<file path="src/rtl/dmem_arbiter.sv">
// Shares the single-port data RAM between the CPU load/store port and a debug/loader requester.
// The CPU has priority; a starvation counter forces a one-cycle CPU stall to serve debug.
module dmem_arbiter #(
  parameter int unsigned ADDR_WIDTH   = 12,
  parameter int unsigned DATA_WIDTH   = 32,
  parameter int unsigned RAM_TOP      = 4096,
  parameter int unsigned STARVE_LIMIT = 4
) (
  input  logic                  clk_i,
  input  logic                  rst_ni,
  input  logic                  cpu_rd_en_i,
  input  logic                  cpu_wr_en_i,
  input  logic [31:0]           cpu_addr_i,
  input  logic [DATA_WIDTH-1:0] cpu_wdata_i,
  output logic [DATA_WIDTH-1:0] cpu_rdata_o,
  output logic                  cpu_stall_o,
  input  logic                  dbg_req_i,
  input  logic                  dbg_we_i,
  input  logic [ADDR_WIDTH-1:0] dbg_addr_i,
  input  logic [DATA_WIDTH-1:0] dbg_wdata_i,
  output logic                  dbg_gnt_o,
  output logic                  dbg_rvalid_o,
  output logic [DATA_WIDTH-1:0] dbg_rdata_o,
  output logic                  ram_wen_o,
  output logic [ADDR_WIDTH-1:0] ram_addr_o,
  output logic [DATA_WIDTH-1:0] ram_data_in_o,
  input  logic [DATA_WIDTH-1:0] ram_data_out_i
);

  localparam logic [3:0] Limit = 4'(STARVE_LIMIT);

  typedef enum logic [1:0] {OwnIdle, OwnCpu, OwnDbg} owner_e;

  owner_e                owner;
  logic                  cpu_ram;
  logic                  force_dbg;
  logic                  dbg_gnt;
  logic [3:0]            starve_q, starve_d;
  logic                  rd_pending_q, rd_pending_d;
  logic [DATA_WIDTH-1:0] dbg_rdata_q, dbg_rdata_d;

  // I/O addresses never touch the RAM and therefore never contend.
  assign cpu_ram   = (cpu_rd_en_i | cpu_wr_en_i) & (cpu_addr_i < 32'(RAM_TOP));
  assign force_dbg = (starve_q == Limit) & dbg_req_i;

  always_comb begin
    owner = OwnIdle;
    if (cpu_ram && !force_dbg) begin
      owner = OwnCpu;
    end else if (dbg_req_i) begin
      owner = OwnDbg;
    end
  end

  assign dbg_gnt = (owner == OwnDbg);

  always_comb begin
    ram_addr_o    = cpu_addr_i[ADDR_WIDTH-1:0];
    ram_data_in_o = cpu_wdata_i;
    ram_wen_o     = 1'b0;
    dbg_gnt_o     = 1'b0;
    unique case (owner)
      OwnCpu: ram_wen_o = cpu_wr_en_i;
      OwnDbg: begin
        ram_addr_o    = dbg_addr_i;
        ram_data_in_o = dbg_wdata_i;
        ram_wen_o     = dbg_we_i;
        dbg_gnt_o     = 1'b1;
      end
      default: ;
    endcase
    cpu_stall_o = force_dbg & cpu_ram;
    if (!rst_ni) begin
      ram_wen_o   = 1'b0;
      dbg_gnt_o   = 1'b0;
      cpu_stall_o = 1'b0;
    end
  end

  always_comb begin
    starve_d = starve_q;
    if (dbg_gnt || !dbg_req_i) begin
      starve_d = '0;
    end else if (starve_q != Limit) begin
      starve_d = starve_q + 4'd1;
    end
    rd_pending_d = dbg_gnt & ~dbg_we_i;
    dbg_rdata_d  = rd_pending_q ? ram_data_out_i : dbg_rdata_q;
  end

  always_ff @(posedge clk_i or negedge rst_ni) begin
    if (!rst_ni) begin
      starve_q     <= '0;
      rd_pending_q <= 1'b0;
      dbg_rdata_q  <= '0;
    end else begin
      starve_q     <= starve_d;
      rd_pending_q <= rd_pending_d;
      dbg_rdata_q  <= dbg_rdata_d;
    end
  end

  // RAM data arrives the cycle after the grant; pass it through then and hold it afterwards.
  assign dbg_rvalid_o = rd_pending_q;
  assign dbg_rdata_o  = rd_pending_q ? ram_data_out_i : dbg_rdata_q;
  assign cpu_rdata_o  = ram_data_out_i;

endmodule

</file>
<file path="config.mk">
export PLATFORM = sky130hd
export DESIGN_NAME = dmem_arbiter
export DESIGN_NICKNAME = d
export VERILOG_FILES = /design/src/rtl/dmem_arbiter.sv
export SDC_FILE = /design/constraint.sdc
export NUM_CORES = 1
export LEC_CHECK = 0
export CAP_MARGIN = 5
export CORE_AREA = 2 2 100 102
export DETAILED_ROUTE_END_ITERATION = 10
export DIE_AREA = 0 0 102 104
export PLACE_DENSITY = 0.7
export SLEW_MARGIN = 25
export SYNTH_ARGS = -nofsm -noshare
export SYNTH_HDL_FRONTEND = slang
export SYNTH_SLANG_ARGS = --single-unit
</file>
<file path="constraint.sdc">
create_clock -name clk_i -period 3.1 [get_ports clk_i]
set_clock_uncertainty 0.15 [all_clocks]
set_input_delay 0.62 -clock clk_i [delete_from_list [all_inputs] [get_ports clk_i]]
set_output_delay 0.62 -clock clk_i [all_outputs]
set_load 0.005 [all_outputs]
</file>
==> key figures, run 1 <==
Outcome
  – Status: finished, violations left
  – Violated checks: setup timing

Global route
  – Global-route usage over all layers: 19.3%
  – Global-route wire length before repair: between 15,000 and 20,000 µm
  – Vias in the first global route: about 2.7k
  – GRT Residual Overflow: 0
  – Initial antenna violation count: 0
  – Largest net degree at the start of global routing: 36

Floorplan
  – Initial Util: approximately 24%
  – DIE WIDTH: between 100 and 150 µm
  – DIE HEIGHT: 104 µm
  – I/O Pins: about 260
  – Die area: between 10,000 and 15,000 µm²
  – Core area: 9550 µm²
  – Std-Cell Rows: 36

Setup path
  – Reg2reg path depth: 9
  – Setup CP Type: input pin to primary output
  – Arr. time, crit path: 2.45 ns
  – Worst setup startpoint: cpu_addr_i[25]
  – Worst setup EP type: primary output
  – Reg2reg start: starve_q[0]
  – Worst Path Required: around 2.3 ns
  – Max FO, Critical Path: 5
  – CP startpoint kind: input pin

Final layout
  – Non-filler cells, final: around 570
  – Leading cell type in the layout, fill and taps excluded: clkdlybuf4s50_1
  – Fin nets: 585
  – N_diodes: 0
  – Layout area overhead: 125%
  – Most frequent cells in the layout: clkdlybuf4s50_1, mux2_2, dfrtp_1
  – Share of layout cells above drive strength 1: between 40% and 50%

Routing
  – DR pass1 iterations: 4
  – Routed len/inst: about 18 µm
  – Final wirelength: around 11,000 µm
  – DRC viols: 0
  – Number of DRC markers in iteration 0: 51
  – Via density per instance: ~4.3
  – Via count: roughly 2.4k
  – Post-DRT Antenna Nets: 0

Yosys
  – Syn. warnings: 0
  – Syn avg cell area: about 12 µm²
  – Synthesized cell area: between 2000 and 2500 µm²
  – Register area share after synthesis: ~40%
  – Syn Nets: ~330
  – Post-Synthesis Cells: approximately 190
  – Synth cell types: 22
  – Yosys reg bits: 37

Pwr
  – Power density over cell area: between 300 and 400 nW/µm²
  – Final Total Pwr: roughly 1600 µW
  – Maximum vdd ir drop: approximately 0.19 mV
  – Leak Pwr: ~0.0023 µW

Timing
  – Min Tclk post-route: about 3.2 ns
  – Final Cycle Share: 104%
  – Final worst setup slack: -0.124 ns
  – Max-Slew Margin vs Limit: 71.0%
  – RSZ-0062 raised after global routing: yes
  – Worst Tran Pin Value: roughly 0.43 ns
  – Final setup vio count: 26
  – Final Hold Fails: 0
  – Final Slew Violations: 0
  – Peak Freq: 310 MHz

CTS
  – Worst-skew pair later-pin latency: 0.29 ns
  – Worst-path clk slew: ~0.07 ns
  – Clock Path Buffers: 2
  – Sink Count: 37
  – CTS tree: built
  – CTS H-tree depth: 2
  – CTS Buf Count: 5
  – Root Buffer: clkbuf_8

Hold path
  – Hold Path Stages: 1
  – Hold WC Path Type: flop to flop
  – Min-delay src: dbg_rdata_q[15]

Place
  – DP HPWL: ~8700 µm
  – Placed insts: 550
  – Routability cong.: just over 0.9
  – PortBufs: around 260

Run
  – Maxcap violations: 0
-- cells by family (layout without fill, tap and decap cells) --
group | Yosys count | after routing | share of synthesized area (%)
flip-flops | 37 | 37 | 40.1
AND/OR/NAND/NOR | 22 | 22 | 5.42
XOR/XNOR | 2 | 2 | 0.759
adder cells (fa/ha/maj) | 2 | 2 | 1.08
multiplexers | 77 | 77 | 37.5
AO/OA/AOI/OAI | 3 | 3 | 1.68
buffers and inverters | 43 | 295 | 13.5
-- power breakdown --
group	total, µW	switching [µW]	internal, µW
clock network	332	173	159
registers	557	13.7	543
logic	705	221	484
-- flip-flops by register name, indices dropped and copies added (netlist names) --
register      flops
dbg_rdata_q      32
starve_q          4
dbg_rvalid_o      1
-- routing by layer --
| layer | global-route usage (%) | routed length (µm) | vias up |
|---|---|---|---|
| li1 | - | - | 1143 |
| met1 | 18.9 | 3520 | 1130 |
| met2 | 37.5 | 5720 | 158 |
| met3 | 5.71 | 1020 | 15 |
| met4 | 5.81 | 283 | 0 |
| met5 | 0 | 0 | - |
-- worst max-delay path, cell delays in order --
cell and delay (ns):
clkdlybuf4s15_1 0.23, nor4_4 0.18, o2111ai_2 0.21, o31ai_4 0.30
buf_12 0.16, buf_12 0.13, buf_16 0.12, buf_6 0.09
mux2_4 0.29, buf_6 0.12
-- layout make-up --
cell class / count / area [µm²]
timing repair buffer: 284 / 2750
clock inverter: 3 / 21.3
sequential: 37 / 926
clock buffer: 5 / 68.8
fill: 863 / 4360
tap: 133 / 166
multi-input combinational: 106 / 1250
inverter: 3 / 11.3
-- synthesized netlist by cell type (all sizes together) --
library cell / number / area [µm²]
and3: 4 / 25.0
ha: 2 / 25.0
and4b: 1 / 10.0
xor2: 1 / 8.76
o2111ai: 2 / 17.5
dfrtp: 37 / 926
inv: 3 / 11.3
nor4: 8 / 50.1
xnor2: 1 / 8.76
nand3: 2 / 10.0
mux2i: 1 / 10.0
o31ai: 1 / 21.3
nand4: 1 / 6.26
nor3: 1 / 5.00
buf: 39 / 297
clkbuf: 1 / 3.75
nand2: 2 / 7.51
mux2: 76 / 856
nor2: 3 / 11.3
-- what timing repair did --
action / 4_1_cts / 5_1_grt
gates cloned: 5 / 0
resized for setup: 258 / 42
hold buffers: 1 / 0
pin swaps: 7 / 3
endpoints found under the setup margin: 46 / 46
setup buffers: 8 / 2
hold endpoints to repair: 1 / 0
-- through the flow --
step                      utilization (%)  worst slack [ns]  area [µm²]  setup TNS [ns]  hold WS [ns]
after detailed placement             50.9            -0.813        4860          -33.41         0.314
after global routing                 54.4            -0.179        5190           -2.84         0.359
final                                54.4            -0.124        5190           -1.31         0.349
after global placement               50.9            -0.813        4860          -33.16         0.315
after floorplan                         -             0.207        2310               0         0.174
after CTS                            55.3           -0.0843        5280           -1.15         0.353
-- final timing paths --
path                                          to  slack (ns)
worst max-delay path            ram_data_in_o[9]       -0.12
worst min-delay path             dbg_rdata_q[15]        0.35
worst max register to register      dbg_rvalid_o        1.15
worst min register to register   dbg_rdata_q[15]        0.35
max in group asynchronous        dbg_rdata_q[16]        1.59
min in group asynchronous           dbg_rvalid_o        0.54
No activity file was read; power rests on OpenSTA's default activity.
==> inputs of run 2 (changes only) <==
--- a/config.mk
+++ b/config.mk
@@ -5,10 +5,12 @@
 export SDC_FILE = /design/constraint.sdc
 export NUM_CORES = 1
 export LEC_CHECK = 0
+export ABC_CLOCK_PERIOD_IN_PS = 3100
 export CAP_MARGIN = 5
 export CORE_AREA = 2 2 100 102
 export DETAILED_ROUTE_END_ITERATION = 10
 export DIE_AREA = 0 0 102 104
+export GPL_ROUTABILITY_DRIVEN = 0
 export PLACE_DENSITY = 0.7
 export SLEW_MARGIN = 25
 export SYNTH_ARGS = -nofsm -noshare
==> key figures, run 2 (synthesized netlist as in run 1, its figures left out) <==
Setup path
  – Max FO, Critical Path: 6
  – Arr. time, crit path: between 2 and 2.5 ns
  – Reg-to-reg slack, setup: about 1.2 ns
  – Reg2reg end: dbg_rvalid_o
  – Worst setup EP type: primary output
  – CP startpoint kind: input pin
  – Reg2reg path depth: 8
  – Reg2reg start: starve_q[0]
  – Setup CP Type: input pin to primary output
  – Worst Path Required: roughly 2.3 ns

Routing
  – DRC viols: 0
  – DR pass1 iterations: 4
  – Final wirelength: between 10,000 and 15,000 µm
  – Via count: roughly 2.5k
  – Number of DRC markers in iteration 0: 69
  – Routed len/inst: between 15 and 20 µm
  – Post-DRT Antenna Nets: 0
  – Via density per instance: 4.30

Pwr
  – Pint: around 1400 µW
  – Final Total Pwr: about 1800 µW
  – Flop pwr share: between 30% and 40%
  – Net Sw Frac: 23.2%
  – Leak Pwr: 0.00235 µW
  – Clk pwr share: 27.8%
  – Power density over cell area: 332 nW/µm²
  – Maximum vdd ir drop: 0.208 mV
  – Combinational power share: around two fifths
  – Psw: roughly 420 µW

Timing
  – Final Slew Violations: 0
  – Final Hold Fails: 0
  – Min Tclk post-route: ~3.2 ns
  – Worst Tran Pin Value: between 0.4 and 0.5 ns
  – Peak Freq: around 320 MHz
  – Final setup vio count: 22
  – RSZ-0062 raised after global routing: yes
  – Max-Slew Margin vs Limit: slightly above 70%
  – Final Cycle Share: 102%
  – Final worst setup slack: -0.0696 ns

Final layout
  – Fin util: a little under three fifths
  – N_diodes: 0
  – Top reg by flops: dbg_rdata_q
  – Most frequent cells in the layout: clkdlybuf4s50_1, buf_6, mux2_2
  – Fin area: ~5400 µm²
  – Fin nets: ~590
  – Leading cell type in the layout, fill and taps excluded: clkdlybuf4s50_1
  – Layout area overhead: 134%
  – Max reg flops: 32
  – Fill cells: 807
  – Share of layout cells above drive strength 1: between 40% and 50%

Run
  – Maxcap violations: 0

Floorplan
  – Die area: about 11,000 µm²
  – DIE HEIGHT: 104 µm
  – Std-Cell Rows: 36
  – Initial Util: between 20 and 25%
  – Core area: roughly 9500 µm²
  – I/O Pins: between 200 and 300
  – DIE WIDTH: 102 µm

Place
  – DP HPWL: 8490 µm
  – Placed Area: a little under 5000 µm²
  – PortBufs: 257

CTS
  – Sink Count: 37
  – Root Buffer: clkbuf_8
  – CTS H-tree depth: 2
  – CTS Buf Count: 5
  – Worst-skew pair later-pin latency: roughly 0.28 ns
  – CTS tree: built
  – Clock Path Buffers: 2
  – Worst-path clk slew: 0.08 ns

Hold path
  – Hold WC Path Type: input pin to asynchronous set/reset pin

Outcome
  – Violated checks: setup timing
  – Status: finished, violations left

Global route
  – Vias in the first global route: between 2k and 3k
  – Largest net degree at the start of global routing: 34
  – GRT Residual Overflow: 0
  – Initial antenna violation count: 0
  – Global-route usage over all layers: a little under a fifth
  – Global-route wire length before repair: 15,200 µm
run 2: cell count changes in the layout (fill, tap and decap cells not counted), sizes merged:
cell           change
buf               +18
clkbuf            -17
clkdlybuf4s15      +3
bufinv             +2
clkinv             -1
clkinvlp           -1
dlygate4sd2        +1
dlygate4sd3        -1
dlymetal6s2s       -1
run 2: stage by stage:
step / setup TNS [ns] / std cells / hold WS (ns) / setup slack, ns
5_1_grt: -3.96 / 574 / 0.0411 / -0.164
2_1_floorplan: 0 / 186 / 0.174 / 0.207
3_5_place_dp: -32.24 / 546 / 0.333 / -0.770
6_report: -1.19 / 574 / 0.0379 / -0.0696
4_1_cts: 0 / 573 / 0.0422 / 0.000268
3_3_place_gp: -32.48 / 546 / 0.328 / -0.783
run 2: layout make-up:
cell class,count,area (µm²),area share [%]
inverter,3,11.3,0.208
tap,133,166,3.08
sequential,37,926,17.1
clock inverter,3,68.8,1.27
timing repair buffer,287,2890,53.4
multi-input combinational,106,1280,23.6
clock buffer,5,68.8,1.27
run 2: power by group through the flow:
stage	clock [µW]	sequential, µW	combinational, µW
global route	537	564	782
floorplan	0	563	204
global placement	0	565	676
finish	499	557	737
detailed placement	0	568	682
CTS	516	558	727
run 2: worst max-delay path by stage:
stage	startpoint	end	cells after the start
after CTS	cpu_addr_i[13]	ram_data_in_o[30]	10
after floorplan	cpu_addr_i[26]	ram_addr_o[0]	5
after detailed placement	cpu_addr_i[21]	ram_addr_o[3]	7
final	cpu_addr_i[25]	ram_data_in_o[22]	9
after global placement	cpu_addr_i[26]	ram_addr_o[3]	7
after global routing	cpu_addr_i[25]	ram_data_in_o[22]	9
run 2: layer usage:
metal,wire (µm),up-vias,track usage (%)
met4,502,0,10.6
met2,5530,169,34.8
met3,1050,23,5.65
li1,-,1150,-
met1,3510,1129,19.1
met5,0,-,0
run 2: critical path: stages:
cell and delay [ns]:
buf_8 0.10, nor4_4 0.29, o2111ai_2 0.20, o31ai_4 0.30
buf_6 0.20, buf_16 0.14, buf_8 0.12, mux2_4 0.30
buf_6 0.12
run 2: repair_timing:
item                                    in CTS  in global routing
hold buffers                                 0                  0
gates resized for setup                    302                 50
buffers inserted                            16                  3
pin swaps                                    8                  5
endpoints found under the setup margin      46                 45
cloned                                       3                  0
==> inputs of run 3 (changes only) <==
--- a/config.mk
+++ b/config.mk
@@ -7,12 +7,14 @@
 export LEC_CHECK = 0
 export ABC_CLOCK_PERIOD_IN_PS = 3100
 export CAP_MARGIN = 5
-export CORE_AREA = 2 2 100 102
+export CORE_ASPECT_RATIO = 1.5
+export CORE_MARGIN = 5
+export CORE_UTILIZATION = 28
 export DETAILED_ROUTE_END_ITERATION = 10
-export DIE_AREA = 0 0 102 104
 export GPL_ROUTABILITY_DRIVEN = 0
-export PLACE_DENSITY = 0.7
+export PLACE_DENSITY = 0.8
 export SLEW_MARGIN = 25
 export SYNTH_ARGS = -nofsm -noshare
 export SYNTH_HDL_FRONTEND = slang
 export SYNTH_SLANG_ARGS = --single-unit
+export TNS_END_PERCENT = 20
==> key figures, run 3 (synthesized netlist as in run 1, its figures left out) <==
Pwr
  – Combinational power share: 38.5%
  – Psw: 427 µW
  – Clk pwr share: between 30% and 40%
  – Pint: 1430 µW
  – Maximum vdd ir drop: 0.325 mV
  – Flop pwr share: 30.2%
  – Final Total Pwr: about 1900 µW
  – Net Sw Frac: approximately 23%
  – Power density over cell area: about 360 nW/µm²
  – Leak Pwr: between 0.002 and 0.0025 µW

Global route
  – Global-route usage over all layers: between 20% and 30%
  – Largest net degree at the start of global routing: 34
  – Met3 usage: 10.7%
  – GRT met2 Usage: between 30% and 40%
  – Grt met1 use: between 20% and 30%
  – GRT Residual Overflow: 0
  – Vias in the first global route: approximately 2.7k
  – Layer carrying the most global-route usage: met2
  – Global-route wire length before repair: approximately 16,000 µm
  – Initial antenna violation count: 0

Final layout
  – Non-filler cells, final: ~550
  – Fin area: 5200 µm²
  – Multi-input logic area: 1240 µm²
  – N_diodes: 0
  – Fin nets: between 500 and 600
  – Share of layout cells above drive strength 1: between 40 and 50%
  – Layout area overhead: 125%
  – Max reg flops: 32
  – Fill cells: approximately 640
  – Top reg by flops: dbg_rdata_q
  – Leading cell type in the layout, fill and taps excluded: clkdlybuf4s50_1
  – Register area: roughly 900 µm²
  – Most frequent cells in the layout: clkdlybuf4s50_1, mux2_2, dfrtp_1

Floorplan
  – Die area: approximately 10,000 µm²
  – DIE HEIGHT: around 120 µm
  – Core area: roughly 8100 µm²
  – Std-Cell Rows: 40
  – Initial Util: between 20 and 30%
  – I/O Pins: between 200 and 300
  – DIE WIDTH: around 84 µm

Setup path
  – Crit path max-delay cell type: o31ai_4
  – Crit-path most repeated cell: buf_6
  – Crit path cell chain: buf_2 -> nor4_2 -> o2111ai_2 -> o31ai_4 -> buf_6 -> buf_8 -> buf_6 -> buf_6 -> buf_6 -> mux2_4 -> buf_6
  – Worst setup EP type: primary output
  – Reg-to-reg slack, setup: 1.26 ns
  – Reg2reg end: starve_q[1]
  – Max FO, Critical Path: 4
  – Worst Path Required: approximately 2.3 ns
  – Reg2reg path depth: 7
  – CP startpoint kind: input pin
  – Crit-path max cell delay: ~0.32 ns
  – Arr. time, crit path: 2.50 ns
  – Setup CP Type: input pin to primary output
  – Reg2reg start: starve_q[0]

Routing
  – Via count: approximately 2.5k
  – Via density per instance: ~4.6
  – Number of DRC markers in iteration 0: between 90 and 100
  – Final wirelength: between 10,000 and 15,000 µm
  – Post-DRT Antenna Nets: 0
  – DR pass1 iterations: 4
  – Routed len/inst: approximately 21 µm
  – DRC viols: 0

Timing
  – Min Tclk post-route: 3.27 ns
  – RSZ-0062 raised after global routing: yes
  – Max-Slew Margin vs Limit: 72.1%
  – Final Slew Violations: 0
  – Hold WS: 0.272 ns
  – Peak Freq: 306 MHz
  – Final Hold Fails: 0
  – Worst Tran Pin Value: between 0.4 and 0.5 ns
  – Final setup vio count: 28
  – Final worst setup slack: -0.172 ns
  – Final Cycle Share: 106%

CTS
  – Worst-skew pair later-pin latency: roughly 0.27 ns
  – Worst-path clk slew: 0.05 ns
  – Root Buffer: clkbuf_16
  – Clock Path Buffers: 2
  – CTS H-tree depth: 2
  – Sink Count: 37
  – CTS tree: built
  – CTS Buf Count: 5
  – CTS Hold Buffers Added: 0

Place
  – Setup WS pre-CTS: -0.805 ns
  – Placed insts: about 520
  – DP HPWL: 9840 µm
  – Placed Area: 4800 µm²
  – PortBufs: ~260

Run
  – Maxcap violations: 0

Outcome
  – Status: finished, violations left
  – Violated checks: setup timing

Hold path
  – Hold WC Path Type: input pin to asynchronous set/reset pin
[run 3: worst max path at each step]
stage / cells after the start / to / slack (ns) / startpoint
floorplan: 5 / ram_addr_o[0] / 0.21 / cpu_addr_i[26]
global placement: 7 / ram_data_in_o[10] / -0.77 / cpu_addr_i[26]
detailed placement: 7 / ram_data_in_o[10] / -0.80 / cpu_addr_i[26]
CTS: 7 / ram_addr_o[1] / -0.33 / cpu_addr_i[21]
global route: 11 / ram_addr_o[7] / -0.26 / cpu_addr_i[26]
finish: 11 / ram_addr_o[7] / -0.17 / cpu_addr_i[22]
[run 3: what timing repair did]
action | 4_1_cts | 5_1_grt
resized for setup | 166 | 127
pin swaps | 6 | 5
cloned | 1 | 1
buffers inserted | 5 | 15
endpoints found under the setup margin | 47 | 45
[run 3: final cells by class]
type                            count  area share (%)
Tap cell                          105            2.52
Clock buffer                        7            2.74
Clock inverter                      1           0.577
Inverter                            3           0.216
Sequential cell                    37            17.8
Timing Repair Buffer              289            52.2
Multi-Input combinational cell    106            23.9
[run 3: routing by layer]
| layer | part of all wire (%) | vias to the layer above |
|---|---|---|
| met5 | 0 | - |
| met4 | 1.3 | 0 |
| met3 | 14 | 8 |
| met2 | 48 | 190 |
| met1 | 36 | 1191 |
| li1 | - | 1148 |
[run 3: power groups by stage]
| stage | sequential, µW | combinational [µW] | clock (µW) |
|---|---|---|---|
| after floorplan | 563 | 204 | 0 |
| after global placement | 564 | 685 | 0 |
| after detailed placement | 569 | 690 | 0 |
| after CTS | 561 | 684 | 596 |
| after global routing | 566 | 755 | 620 |
| final | 560 | 714 | 581 |
[run 3: worst max-delay path: cells and delay by family]
kind,cells,cell delay [ns]
buffers and inverters,7,0.76
AOI/OAI and AO/OA,2,0.52
and+or+nand+nor,1,0.27
muxes,1,0.32
[run 3: per-stage QoR]
stage          utilization [%]  setup TNS [ns]
3_3_place_gp              59.6          -30.79
6_report                  64.6           -1.14
2_1_floorplan                -               0
5_1_grt                   64.6           -4.71
3_5_place_dp              59.6          -32.45
4_1_cts                   62.5           -6.10
